**src/rtl/regfile_pkg.sv**
```systemverilog
// Shared register-file types and sizes used by the write-port arbiter and its scoreboard.
package regfile_pkg;

  localparam int REG_ABITS = 5;
  localparam int REG_DBITS = 32;
  localparam int REG_NLOC  = 32;

  typedef struct packed {
    logic [REG_ABITS-1:0] addr;
    logic [REG_DBITS-1:0] data;
  } reg_wr_t;

  typedef enum logic {PRIO_A, FORCE_B} arb_state_t;

endpackage

```
**src/rtl/regwr_scoreboard.sv**
```systemverilog
// Set/clear bit array of registers claimed by the multi-cycle unit but not yet written back.
module regwr_scoreboard #(
  parameter int Abits = 5,
  parameter int Nloc  = 32
) (
  input  logic             clock,
  input  logic             reset,
  input  logic             claim,
  input  logic [Abits-1:0] claimAddr,
  input  logic             clear,
  input  logic [Abits-1:0] clearAddr,
  output logic [Nloc-1:0]  pending
);

  logic [Nloc-1:0] setMask;
  logic [Nloc-1:0] clrMask;
  logic [Nloc-1:0] pendingNext;

  // Set is applied after clear so a same-cycle claim of the written register wins
  always_comb begin
    setMask = '0;
    clrMask = '0;
    if (claim && (claimAddr != '0) && (int'(claimAddr) < Nloc))
      setMask[claimAddr] = 1'b1;
    if (clear && (int'(clearAddr) < Nloc))
      clrMask[clearAddr] = 1'b1;
    pendingNext    = (pending & ~clrMask) | setMask;
    pendingNext[0] = 1'b0;
  end

  always_ff @(posedge clock or posedge reset) begin
    if (reset)
      pending <= '0;
    else
      pending <= pendingNext;
  end

endmodule

```
**src/rtl/regfile_write_arbiter.sv**
```systemverilog
// Arbitrates the register file write port between pipeline writeback (A) and a starvation-protected
// multi-cycle unit (B). Define REGWR_SCOREBOARD_EN to include the pending-destination scoreboard.
module regfile_write_arbiter
  import regfile_pkg::*;
#(
  parameter int Abits      = REG_ABITS,
  parameter int Dbits      = REG_DBITS,
  parameter int Nloc       = REG_NLOC,
  parameter int STARVE_MAX = 4
) (
  input  logic             clock,
  input  logic             reset,
  input  logic             a_valid,
  input  logic [Abits-1:0] a_addr,
  input  logic [Dbits-1:0] a_data,
  output logic             a_ready,
  input  logic             b_valid,
  input  logic [Abits-1:0] b_addr,
  input  logic [Dbits-1:0] b_data,
  output logic             b_ready,
  input  logic             b_claim,
  input  logic [Abits-1:0] b_claim_addr,
  output logic             wr,
  output logic [Abits-1:0] WriteAddr,
  output logic [Dbits-1:0] WriteData,
  output logic [Nloc-1:0]  pending
);

  arb_state_t       state;
  arb_state_t       stateNext;
  logic [3:0]       starve;
  logic [3:0]       starveNext;
  logic             aGrant;
  logic             bGrant;
  logic             anyGrant;
  logic [Abits-1:0] winAddr;
  logic [Dbits-1:0] winData;
  logic             realWrite;

  assign a_ready   = (state == PRIO_A);
  assign b_ready   = (state == FORCE_B) || !a_valid;
  assign aGrant    = a_valid && a_ready;
  assign bGrant    = b_valid && b_ready;
  assign anyGrant  = aGrant || bGrant;
  assign winAddr   = aGrant ? a_addr : b_addr;
  assign winData   = aGrant ? a_data : b_data;
  assign realWrite = anyGrant && (winAddr != '0);

  // Entering FORCE_B on the same edge the counter saturates bounds B's wait to STARVE_MAX+1 cycles
  always_comb begin
    starveNext = starve;
    stateNext  = state;
    if (!b_valid || bGrant)
      starveNext = '0;
    else if (starve < 4'(STARVE_MAX))
      starveNext = starve + 4'd1;
    case (state)
      PRIO_A:  if (starveNext == 4'(STARVE_MAX)) stateNext = FORCE_B;
      FORCE_B: if (bGrant || !b_valid) stateNext = PRIO_A;
      default: stateNext = PRIO_A;
    endcase
  end

  always_ff @(posedge clock or posedge reset) begin
    if (reset) begin
      state  <= PRIO_A;
      starve <= '0;
    end else begin
      state  <= stateNext;
      starve <= starveNext;
    end
  end

  // Register 0 is hardwired to zero, so its writes complete the handshake but never reach the port
  always_ff @(posedge clock or posedge reset) begin
    if (reset) begin
      wr        <= 1'b0;
      WriteAddr <= '0;
      WriteData <= '0;
    end else begin
      wr <= realWrite;
      if (realWrite) begin
        WriteAddr <= winAddr;
        WriteData <= winData;
      end
    end
  end

`ifdef REGWR_SCOREBOARD_EN
  regwr_scoreboard #(
    .Abits(Abits),
    .Nloc (Nloc)
  ) scoreboard (
    .clock    (clock),
    .reset    (reset),
    .claim    (b_claim),
    .claimAddr(b_claim_addr),
    .clear    (bGrant),
    .clearAddr(b_addr),
    .pending  (pending)
  );
`else
  logic unusedClaim;
  assign unusedClaim = ^{b_claim, b_claim_addr};
  assign pending     = '0;
`endif

endmodule
```
**config.mk**
```make
export PLATFORM = sky130hd
export DESIGN_NAME = regfile_write_arbiter
export DESIGN_NICKNAME = d
export VERILOG_FILES = /design/src/rtl/regfile_pkg.sv /design/src/rtl/regwr_scoreboard.sv /design/src/rtl/regfile_write_arbiter.sv
export SDC_FILE = /design/constraint.sdc
export NUM_CORES = 1
export LEC_CHECK = 0
export CAP_MARGIN = 25
export CORE_AREA = 2 2 81 83
export CTS_CLUSTER_DIAMETER = 30
export CTS_CLUSTER_SIZE = 28
export DETAILED_ROUTE_END_ITERATION = 7
export DIE_AREA = 0 0 83 85
export PLACE_DENSITY = 0.85
export RECOVER_POWER = 100
export SYNTH_ARGS = -nofsm -noshare
export SYNTH_HDL_FRONTEND = slang
export SYNTH_HIERARCHICAL = 1
export SYNTH_SLANG_ARGS = --single-unit
```
**constraint.sdc**
```tcl
create_clock -name clock -period 2.8 [get_ports clock]
set_input_delay 0.56 -clock clock [delete_from_list [all_inputs] [get_ports clock]]
set_output_delay 0.56 -clock clock [all_outputs]
set_load 0.02 [all_outputs]
```
**Word level (Yosys, flattened, before mapping)**

Cells that the tools add are included.

- Output and inout port bits: 72
- Word-level logic and storage cells: 25
- Bits of input ports: 84
- Register bits: 43

- Magnitude comparators: 1
- Eq/ne operators: 1
- Multiplexer cells: 7
- Reductions and logical operators: 9
- Add/subtract/negate cells: 1
- Bitwise logic cells: 1

Operator list:

| kind | count |
|---|---|
| two-way mux 32 bit | 1 |
| two-way mux 4 bit | 2 |
| two-way mux 5 bit | 1 |
| nonzero test 5 bit | 1 |
| adder 4 x 1 -> 4 bit (second input constant) | 1 |
| == test 4 x 3 -> 1 bit (second input constant) | 1 |
| less-than comparator 4 x 3 -> 1 bit (second input constant) | 1 |
| logical AND 1 bit | 3 |
| logical OR 1 bit | 3 |
| zero test 1 bit | 2 |
| two-way mux 1 bit | 2 |
| case mux 1 bit (2 select lines) | 1 |
| NOT 1 bit | 1 |

**Longest topological paths before layout**

Gate-level depths: netlist of run 1.

- Word-level depth: 8
- Mapped depth: 8
- Mapped depth without buffers: 6

**Worst setup path before layout of run 1**

Ideal clock, no wire load.

- Path kind: input port to output port
- Start: in a_valid
- End: out b_ready
- Slack: 765 ps
- Required time: 2240 ps
- Path buffers: 3
- Stages on the path: 5
- Arrival time: 1475 ps
- Cells stage by stage: nor2b_1 > buf_4 > inv_2 > buf_2 > clkbuf_1

- Word-level cells in the longest chain between the ends: 2

RTL lines:

| item | RTL line | RTL |
|---|---|---|
| from (decl) | regfile_write_arbiter.sv:13 | `input logic a_valid,` |
| zero test 1 bit | regfile_write_arbiter.sv:41 | `assign b_ready = (state == FORCE_B) \|\| !a_valid;` |
| logical OR 1 bit | regfile_write_arbiter.sv:41 |  |
| to (decl) | regfile_write_arbiter.sv:20 | `output logic b_ready,` |

Every way passes these cells.

**Worst setup path after layout of run 1**

Ends and elaborated chain as after synthesis.

==> out/metrics.yaml, run 1 <==
areaGrowthSynthToFinish_pct: 44.3
final.period_utilization: 0.916
grt_antenna_before_repair: 0
regArea_mm2: 0.00108
cp_slowest_cell: "clkdlybuf4s50_1"
p_leak_uw: 0.00141
worst_pin_slew_ns: 0.997
cp_num_buf_inv: 3
rsz0062_at_grt: "no"
drc: 0
wl_um: 6060
fill_cells: 562
die-width_um: 83
postSynthAreaPerCell_um2: 12.1
ctsHoldBuffers: 0
grtUsageTotal: 0.173
clock_path_buffers: 2
root_buffer: "clkbuf_8"
place_hpwl_um: 4530
hold_viol_final: 0
max_cap_viol_count: 0
required_ns: 2.24
hold_depth: 1
yosys.area_share.xor_xnor: 0.00374
synth-simple-area-share: 0.0428
critPathCaptureType: "primary output"
synth_compound_area_frac: 0.324
synth_top_family_by_area: "compound AO/OA/AOI/OAI gates"
dp.cells: 382
multi_input_area_um2: 850
path_cells: "dlygate4sd3_1, nor2b_1, inv_2, clkdlybuf4s50_1"
layout.cells.most_common_list: "76 x clkdlybuf4s50_1, 43 x dfrtp_1, 41 x dlygate4sd3_1"
dieArea_mm2: 0.00706
critPathKind: "primary input to primary output"
portBuffers: 117
drtIter0Drc: 82
insertion_delay_ns: 0.28
setup-violations-final: 0
max_stage_delay_ns: 0.64
hp-class: "flip-flop to flip-flop"
ys_seq_area_frac: 0.460
synth_fa_ha_area_frac: 0.00534
arrival_ns: 2.01
drive_gt1_frac: 0.0545
finalSetupTns_ns: 0
synthDistinctLibCells: 27
io_pins: 156
cts_tree: "done"
p_per_area_mw_per_mm2: 493
relSlewSlack: 0.336
post-route-min-period_ns: 2.57
grt_pass1_wl_um: 9950
clkTransAtPathRegs_ns: 0.08
wire_per_inst_um: 15.6
num_rows: 29
final_nets: 397
start_util: 0.377
startpoint_type: "primary input"
worst-path-stages: 4
h-tree-depth: 2
cp_top_family: "buffers and inverters"
grt_max_degree: 34
overflow: 0
gp_congestion: 0.798
placed_area_mm2: 0.00347
whs_ns: 0.481
ant_nets: 0
ys_ff_latch: 43
yosys-mux-area-fraction: 0.0128
final_area_mm2: 0.00338
first_global_vias: 2020
cts_made_buffers: 5
clkSinkCount: 43
ys_warn_count: 6
synth.largest_area_cell: "dfrtp_1"
yosys-top-cells-area: "dfrtp_1 46%, a2bb2oi_2 19%, buf_4 11%"
fmax_ghz: 0.390
syn_inst: 194
finalClockSkew_ns: 0.00519
final_common_cell: "clkdlybuf4s50_1"
worstRegToRegCells: 5
path_max_fanout: 4
diodes: 0
synth_top_area_frac: 0.460
cts_setup_buffers: 0
maxSlewViolCount: 0
core_mm2: 0.00620
outcome: "finished clean"
fin_cells: 389
peakVddDrop_v: 0.000210
via_per_inst: 4.84
synth_area_mm2: 0.00234
die_y_um: 85
via_count: 1884
first_pass_iters: 4
cts_resized: 0
worst paths after layout:
| check | end | from | slack (ns) |
|---|---|---|---|
| min in group asynchronous | WriteData[2]$_DFFE_PP0P_ | reset | 0.64 |
| min reg2reg | state$_DFF_PP0_ | starve[3]$_DFF_PP0_ | 0.48 |
| min | state$_DFF_PP0_ | starve[3]$_DFF_PP0_ | 0.48 |
| max | b_ready | a_valid | 0.23 |
| max in group asynchronous | WriteAddr[2]$_DFFE_PP0P_ | reset | 0.95 |
| max reg2reg | WriteData[13]$_DFFE_PP0P_ | state$_DFF_PP0_ | 0.94 |
worst register-to-register path, stage by stage (launching register included):
cell and delay (ns):
dfrtp_1 0.40, nor2b_1 0.18, clkbuf_1 0.33, o21ai_2 0.16
inv_2 0.48, a2bb2oi_1 0.24
per-stage QoR:
stage               setup slack [ns]   util  total power, uW
finish                         0.234  0.544             1670
global route                   0.205  0.544             1750
CTS                            0.351  0.576             1770
detailed placement            0.0983  0.559             1300
global placement               0.135  0.559             1290
floorplan                      0.765      -             1060
state kept, by name, indices dropped and copies added, names as in the netlist:
name	cells
WriteAddr	5
WriteData	32
starve	4
state	1
wr	1
cell families (layout without fill, tap and decap cells):
| group | after synthesis | count (layout) |
|---|---|---|
| muxes | 3 | 3 |
| AOI/OAI and AO/OA | 73 | 73 |
| DFF | 43 | 43 |
| and+or+nand+nor | 19 | 19 |
| buffers and inverters | 53 | 140 |
| xor gates and xnor gates | 1 | 1 |
| other | 1 | 32 |
| adders and majority gates | 1 | 1 |
routing by layer:
| metal | vias up | global-route usage | part of all wire |
|---|---|---|---|
| li1 | 899 | - | - |
| met1 | 897 | 0.206 | 0.42 |
| met2 | 82 | 0.310 | 0.50 |
| met3 | 6 | 0.0438 | 0.065 |
| met4 | 0 | 0.0537 | 0.012 |
| met5 | - | 0 | 0 |
cells in the mapped netlist:
library cell and count:
a32oi_4 1, xnor2_1 1, nor2_1 5, nand2_1 5, o211a_1 1, a21oi_1 1, nor4_2 1, nor4_1 1
o22ai_1 33, clkbuf_1 6, inv_2 2, buf_4 33, a2bb2oi_1 3, dfrtp_1 43, conb_1 1, mux2i_1 3
nor2b_1 1, and3_1 4, buf_2 4, ha_1 1, o21ai_2 1, a221o_1 4, buf_6 3, a2bb2oi_2 29
nor3b_1 1, nor3_1 1, inv_1 5
report_power, final:
part           leakage, uW  internal [uW]  total (uW)  switching, uW
clock network    0.0000513            262         463            202
registers         0.000496            680         711           31.5
logic             0.000862            254         492            238
total              0.00141           1200        1670            471
layout make-up:
type,instances,share of cell area
inverters,7,0.00778
repair buffers,126,0.363
clock inverters,1,0.00889
clock buffers,6,0.0215
flip-flops and latches,43,0.319
multi-input cells,129,0.251
well taps,77,0.0285
Power figures use the tool's default switching activity.
==> run 2: changes to the inputs <==
--- a/config.mk
+++ b/config.mk
@@ -7,7 +7,7 @@
 export LEC_CHECK = 0
 export CAP_MARGIN = 25
 export CORE_AREA = 2 2 81 83
-export CTS_CLUSTER_DIAMETER = 30
+export CTS_CLUSTER_DIAMETER = 60
 export CTS_CLUSTER_SIZE = 28
 export DETAILED_ROUTE_END_ITERATION = 7
 export DIE_AREA = 0 0 83 85
==> results of run 2 <==
No change in the layout: final DEF, timing and power equal those of run 1.
